`src/rtl/seq_add_accumulator.sv`:
```
// seq_add_accumulator: sums FRAME_LEN 5-bit adder results ({carry, sum}) per frame
// and presents the frame total with a sticky overflow flag on a valid/ready output.
// Build option: define ACC_SAT_EN to clamp the total at 2^ACC_W-1 on overflow;
// without it the total wraps modulo 2^ACC_W. The overflow flag is the same in both builds.
module seq_add_accumulator #(
  parameter int unsigned FRAME_LEN = 4,
  parameter int unsigned ACC_W     = 8
) (
  input  logic             clk,
  input  logic             rst_n,
  input  logic [3:0]       sum_in,
  input  logic             carry_in,
  input  logic             in_valid,
  output logic             in_ready,
  output logic [ACC_W-1:0] acc_out,
  output logic             out_valid,
  input  logic             out_ready,
  output logic             overflow
);

  localparam int unsigned CNT_W = 8;
  localparam logic [ACC_W-1:0] ACC_MAX = '1;

  typedef enum logic [1:0] {IDLE, ACC, DONE} state_t;

  state_t           state;
  logic [CNT_W-1:0] count;
  logic [ACC_W-1:0] sample;
  logic [ACC_W:0]   sum_full;
  logic             add_ovf;
  logic [ACC_W-1:0] acc_add;
  logic [CNT_W-1:0] count_inc;
  logic             accept;
  logic             last;

  // Datapath helpers: zero-extended sample, carry-aware add, frame-complete detect
  assign sample    = ACC_W'({carry_in, sum_in});
  assign sum_full  = (ACC_W+1)'(acc_out) + (ACC_W+1)'(sample);
  assign add_ovf   = sum_full[ACC_W];
  assign accept    = in_valid & in_ready;
  assign count_inc = count + CNT_W'(1);
  assign last      = (count_inc == CNT_W'(FRAME_LEN));

`ifdef ACC_SAT_EN
  assign acc_add = add_ovf ? ACC_MAX : sum_full[ACC_W-1:0];
`else
  assign acc_add = sum_full[ACC_W-1:0];
`endif

  // Frame FSM with registered handshake outputs and accumulator
  always_ff @(posedge clk or negedge rst_n) begin
    if (!rst_n) begin
      state     <= IDLE;
      acc_out   <= '0;
      count     <= '0;
      overflow  <= 1'b0;
      out_valid <= 1'b0;
      in_ready  <= 1'b0;
    end else begin
      unique case (state)
        IDLE: begin
          in_ready  <= 1'b1;
          out_valid <= 1'b0;
          if (accept) begin
            acc_out  <= sample;
            count    <= CNT_W'(1);
            overflow <= 1'b0;
            if (CNT_W'(FRAME_LEN) == CNT_W'(1)) begin
              state     <= DONE;
              in_ready  <= 1'b0;
              out_valid <= 1'b1;
            end else begin
              state <= ACC;
            end
          end
        end
        ACC: begin
          in_ready  <= 1'b1;
          out_valid <= 1'b0;
          if (accept) begin
            acc_out  <= acc_add;
            count    <= count_inc;
            overflow <= overflow | add_ovf;
            if (last) begin
              state     <= DONE;
              in_ready  <= 1'b0;
              out_valid <= 1'b1;
            end
          end
        end
        DONE: begin
          // Frame held until the consumer takes it; inputs are refused meanwhile
          if (out_ready) begin
            state     <= IDLE;
            acc_out   <= '0;
            count     <= '0;
            overflow  <= 1'b0;
            out_valid <= 1'b0;
            in_ready  <= 1'b1;
          end
        end
        default: begin
          state     <= IDLE;
          acc_out   <= '0;
          count     <= '0;
          overflow  <= 1'b0;
          out_valid <= 1'b0;
          in_ready  <= 1'b0;
        end
      endcase
    end
  end

endmodule

```
`config.mk`:
```
export PLATFORM = sky130hd
export DESIGN_NAME = seq_add_accumulator
export DESIGN_NICKNAME = d
export VERILOG_FILES = /design/src/rtl/seq_add_accumulator.sv
export SDC_FILE = /design/constraint.sdc
export NUM_CORES = 1
export LEC_CHECK = 0
export CORE_MARGIN = 2
export CORE_UTILIZATION = 53
export CTS_CLUSTER_DIAMETER = 200
export DETAILED_ROUTE_END_ITERATION = 8
export HOLD_SLACK_MARGIN = 0.03
export PLACE_DENSITY = 0.81
export SLEW_MARGIN = 15
export SYNTH_ARGS = -nofsm -noshare
export SYNTH_HDL_FRONTEND = slang
export SYNTH_SLANG_ARGS = --single-unit
```
`constraint.sdc`:
```
create_clock -name clk -period 2.45 [get_ports clk]
set_clock_uncertainty 0.15 [all_clocks]
set_input_delay 0.49 -clock clk [delete_from_list [all_inputs] [get_ports clk]]
set_output_delay 0.49 -clock clk [all_outputs]
set_load 0.01 [all_outputs]
```
### Word-level counts from Yosys, hierarchy flattened

Cells that the tools add are included.

| word-level totals | value |
|---|---|
| flip-flop bits (word level) | 21 |
| bits of input ports | 9 |

| cells by class | value |
|---|---|
| add/sub/neg operators | 2 |
| equality and inequality tests | 7 |
| mux-type cells | 23 |
| bitwise gates (word level) | 2 |
| reduce and logical (&&, ||, !) cells | 3 |

Operators with widths:

| cell | number |
|---|---|
| $pmux 8 s3 | 2 |
| $mux 8 | 5 |
| $add 8x5->9 | 1 |
| $add 8x1->8 const B | 1 |
| $eq 8x3->1 const B | 1 |
| $mux 1 | 8 |
| $mux 2 | 4 |
| $ne 2x2->1 const B | 4 |
| $pmux 1 s3 | 2 |
| $pmux 2 s3 | 1 |
| $reduce_and 4->1 | 1 |
| $reduce_and 3->1 | 1 |
| $eq 2x1->1 const B | 1 |
| $eq 2x2->1 const B | 1 |
| $logic_not 2->1 | 1 |
| $pmux 1 s2 | 1 |
| $and 1x1->1 | 1 |
| $or 1x1->1 | 1 |

### Depth between registers and ports, before layout

| depth | value |
|---|---|
| word-level depth | 5 |
| mapped depth | 7 |

### Worst setup path before layout

No wires, ideal clock.

| timing | value |
|---|---|
| path kind | input -> register |
| start point | input port sum_in[0] |
| end point | register overflow |
| setup time | 0.135 ns |
| arrival time | 1.827 ns |
| data required time | 2.165 ns |
| setup slack | 0.338 ns |
| stages | 7 |
| cells stage by stage | ha_1 fa_1 a211oi_1 nor2_1 o211a_1 a31oi_1 a21oi_1 |

| on the way | value |
|---|---|
| word-level cells in the longest chain between the ends | 4 |

RTL lines:

| element | line | source |
|---|---|---|
| from (decl) | 11 | `input logic [3:0] sum_in,` |
| $add 8x5->9 | 38 | `assign sum_full = (ACC_W+1)'(acc_out) + (ACC_W+1)'(sample);` |
| $or 1x1->1 | 83 | `overflow <= overflow \| add_ovf;` |
| $mux 1 | 80 | `if (accept) begin` |
| $pmux 1 s3 | 60 | `unique case (state)` |
| to (signal assigned) | 83 |  |
| to (decl) | 18 | `output logic overflow` |

No other way between the ends. The select of a mux whose other input is x is not followed.
A chain may end at the register's enable or synchronous reset.

### Final worst setup path

Ends and elaborated chain as after synthesis.

==> impl_metrics.csv <==
group,metric,value,unit
worst_hold_path,hp-class,"in2async",
cells_and_area,final_common_cell,"dfrtp_1",
power_and_ir_drop,peakVddDrop,0.769,mV
route,routed_via_density,6.29,
cts,htreeDepth,1,
timing,tns,0,ns
placed_design,numPortBuffers,19,
synth,seq_area_frac_synth,0.409,
timing,rsz0062_at_grt,"no",
timing,finalCriticalPeriod,2.34,ns
synth,syn_area_per_cell,9.80,um^2
route,avgRoutedWirePerCell,16.0,um
cells_and_area,mostFrequentLayoutCells,"dfrtp_1 (21), clkdlybuf4s50_1 (19), o21ai_0 (15)",
worst_setup_path,critPathLaunchType,"input port",
cts,clkSlewWorstSetupHoldPaths,0.12,ns
worst_setup_path,crit_type,"in2reg",
cts,insertion_delay,0.30,ns
cts,cts_root_buf,"clkbuf_4",
route,drt_first_iter_violations,36,
cts,ctsHoldBuffers,0,
timing,slew_headroom,0.714,
power_and_ir_drop,p_leak,0.662,nW
global_routing,grt_pass1_wl,4950,um
cells_and_area,ff_latch_area,526,um^2
global_routing,grt_max_degree,22,
route,totalWireLength,2880,um
floorplan,fp.dieW,53.2,um
worst_setup_path,ff2ff_path_depth,7,
floorplan,die-height,53.2,um
floorplan,pin_count,20,
cts,clock_sinks,21,
timing,fmax,427,MHz
synth,yosys_warnings,0,
synth,synthesis.area,1280,um^2
timing,fin_crit_sh,0.956,
global_routing,antenna_found_initial,0,
synth,syn_inst,131,
cells_and_area,fill_cells,202,
route,drc_errors,0,
cells_and_area,fin_nets,170,
run_status,status,"complete, no violations",
worst_setup_path,arrival,2.37,ns
cells_and_area,antennaDiodeCount,0,
synth,synth_edf_count,0,
floorplan,row_count,17,
global_routing,grt-ovfl-total,0,
synth,synth-seq-cells,21,
placed_design,post-dp-hpwl,2200,um
route,route.vias.total,1133,
placed_design,gp_congestion,0.809,
floorplan,fp.coreArea,2250,um^2
timing,hold_violations,0,
floorplan,die-area,2830,um^2
worst_setup_path,end_kind,"register",
worst_setup_path,rrSetupSlack,0.32,ns
worst_setup_path,critPathMaxFanout,3,
synth,yosysUniqueCellTypes,42,
route,dr.pass1.iters,4,
worst_setup_path,r2r-start,"acc_out[0]",
floorplan,start_util,0.569,
cts,post_cts_buffers,0,
run,cap_violations,0,
cts,cts_tree,"yes",
cells_and_area,layout-drive-gt1-share,0.0658,
synth,syn_nets,148,
cells_and_area,multi_input_area,702,um^2
global_routing,grtUsageTotal,0.240,
route,ant_nets,0,
cts,cts.repair.resized,0,
power_and_ir_drop,p_per_area,1060,nW/um^2
worst_setup_path,timing.rr.end,"overflow",
cts,clockBufferDepth,2,
synth,ys.flop_type,"dfrtp_1",
timing,setup_viol,0,
cts,numCtsBuffers,3,
timing,timing.hold.ws,0.368,ns
synth,synth_async_sr_flop_share,1.00,
cells_and_area,area_growth,19.0,%
global_routing,grt_pass1_vias,1086,
worst_setup_path,critPathRequiredTime,2.48,ns
timing,drv_slew,0,
timing,worst_pin_slew,0.426,ns
where the power goes:
group	internal, W	switching, W
Clock	0.0000633	0.000101
Sequential	0.000460	0.000152
Combinational	0.000426	0.000411
state kept, by name (all words and copies together) (netlist names):
| name | flops |
|---|---|
| overflow | 1 |
| state | 2 |
| out_valid | 1 |
| count | 8 |
| acc_out | 8 |
| in_ready | 1 |
Yosys cell counts (3+ instances only):
cell type	count	area share
nand3_1	5	0.019
a21o_1	5	0.029
nor2_1	7	0.020
o21ai_0	15	0.058
a21oi_1	9	0.035
buf_2	3	0.012
ha_1	7	0.068
nand2_1	6	0.018
inv_1	5	0.015
a211oi_1	5	0.029
dfrtp_1	21	0.41
cells by family (layout without fill, tap and decap cells):
kind of cell,count (synthesis),count (layout),share of synthesized area
AO/OA/AOI/OAI,53,53,0.285
AND/OR/NAND/NOR,33,33,0.142
flip-flops,21,21,0.409
buffers and inverters,11,32,0.0439
adder cells (fa/ha/maj),8,8,0.0838
XOR/XNOR,3,3,0.0205
multiplexers,2,2,0.0156
how the worst max path moves through the flow:
stage | slack [ns] | to | cells after the start | from
floorplan | 0.34 | overflow | 7 | sum_in[0]
global placement | -0.17 | overflow | 8 | sum_in[0]
detailed placement | -0.19 | overflow | 8 | sum_in[0]
CTS | 0.13 | overflow | 8 | sum_in[0]
global route | 0.03 | overflow | 8 | sum_in[0]
finish | 0.11 | overflow | 8 | sum_in[0]
per-stage QoR:
| stage | area (um^2) | total power [W] | setup slack (ns) | instances | utilization |
|---|---|---|---|---|---|
| after global routing | 1530 | 0.00175 | 0.0324 | 180 | 0.678 |
| after CTS | 1530 | 0.00162 | 0.130 | 180 | 0.678 |
| after global placement | 1500 | 0.00141 | -0.169 | 176 | 0.666 |
| after detailed placement | 1500 | 0.00145 | -0.194 | 176 | 0.666 |
| after floorplan | 1280 | 0.00113 | 0.338 | 131 | - |
| final | 1530 | 0.00161 | 0.108 | 180 | 0.678 |
final cells by class:
type | instances | share of cell area
repair buffers | 23 | 0.144
clock buffers | 4 | 0.0172
flip-flops and latches | 21 | 0.344
inverters | 5 | 0.0123
multi-input cells | 99 | 0.459
well taps | 28 | 0.0229
critical path, stage by stage:
cell and delay (ns):
clkdlybuf4s50_1 0.42, ha_1 0.24, fa_1 0.43, a211oi_1 0.24, nor2_1 0.10, o211a_1 0.23, a31oi_1 0.17, a21oi_1 0.05
metal layers:
layer	GRT usage	vias up	wire length [um]
met4	0.0897	0	16
met2	0.420	28	1500
met3	0.0339	2	121
li1	-	543	-
met5	0	-	0
met1	0.297	560	1250
(Power assumes the default switching activity.)
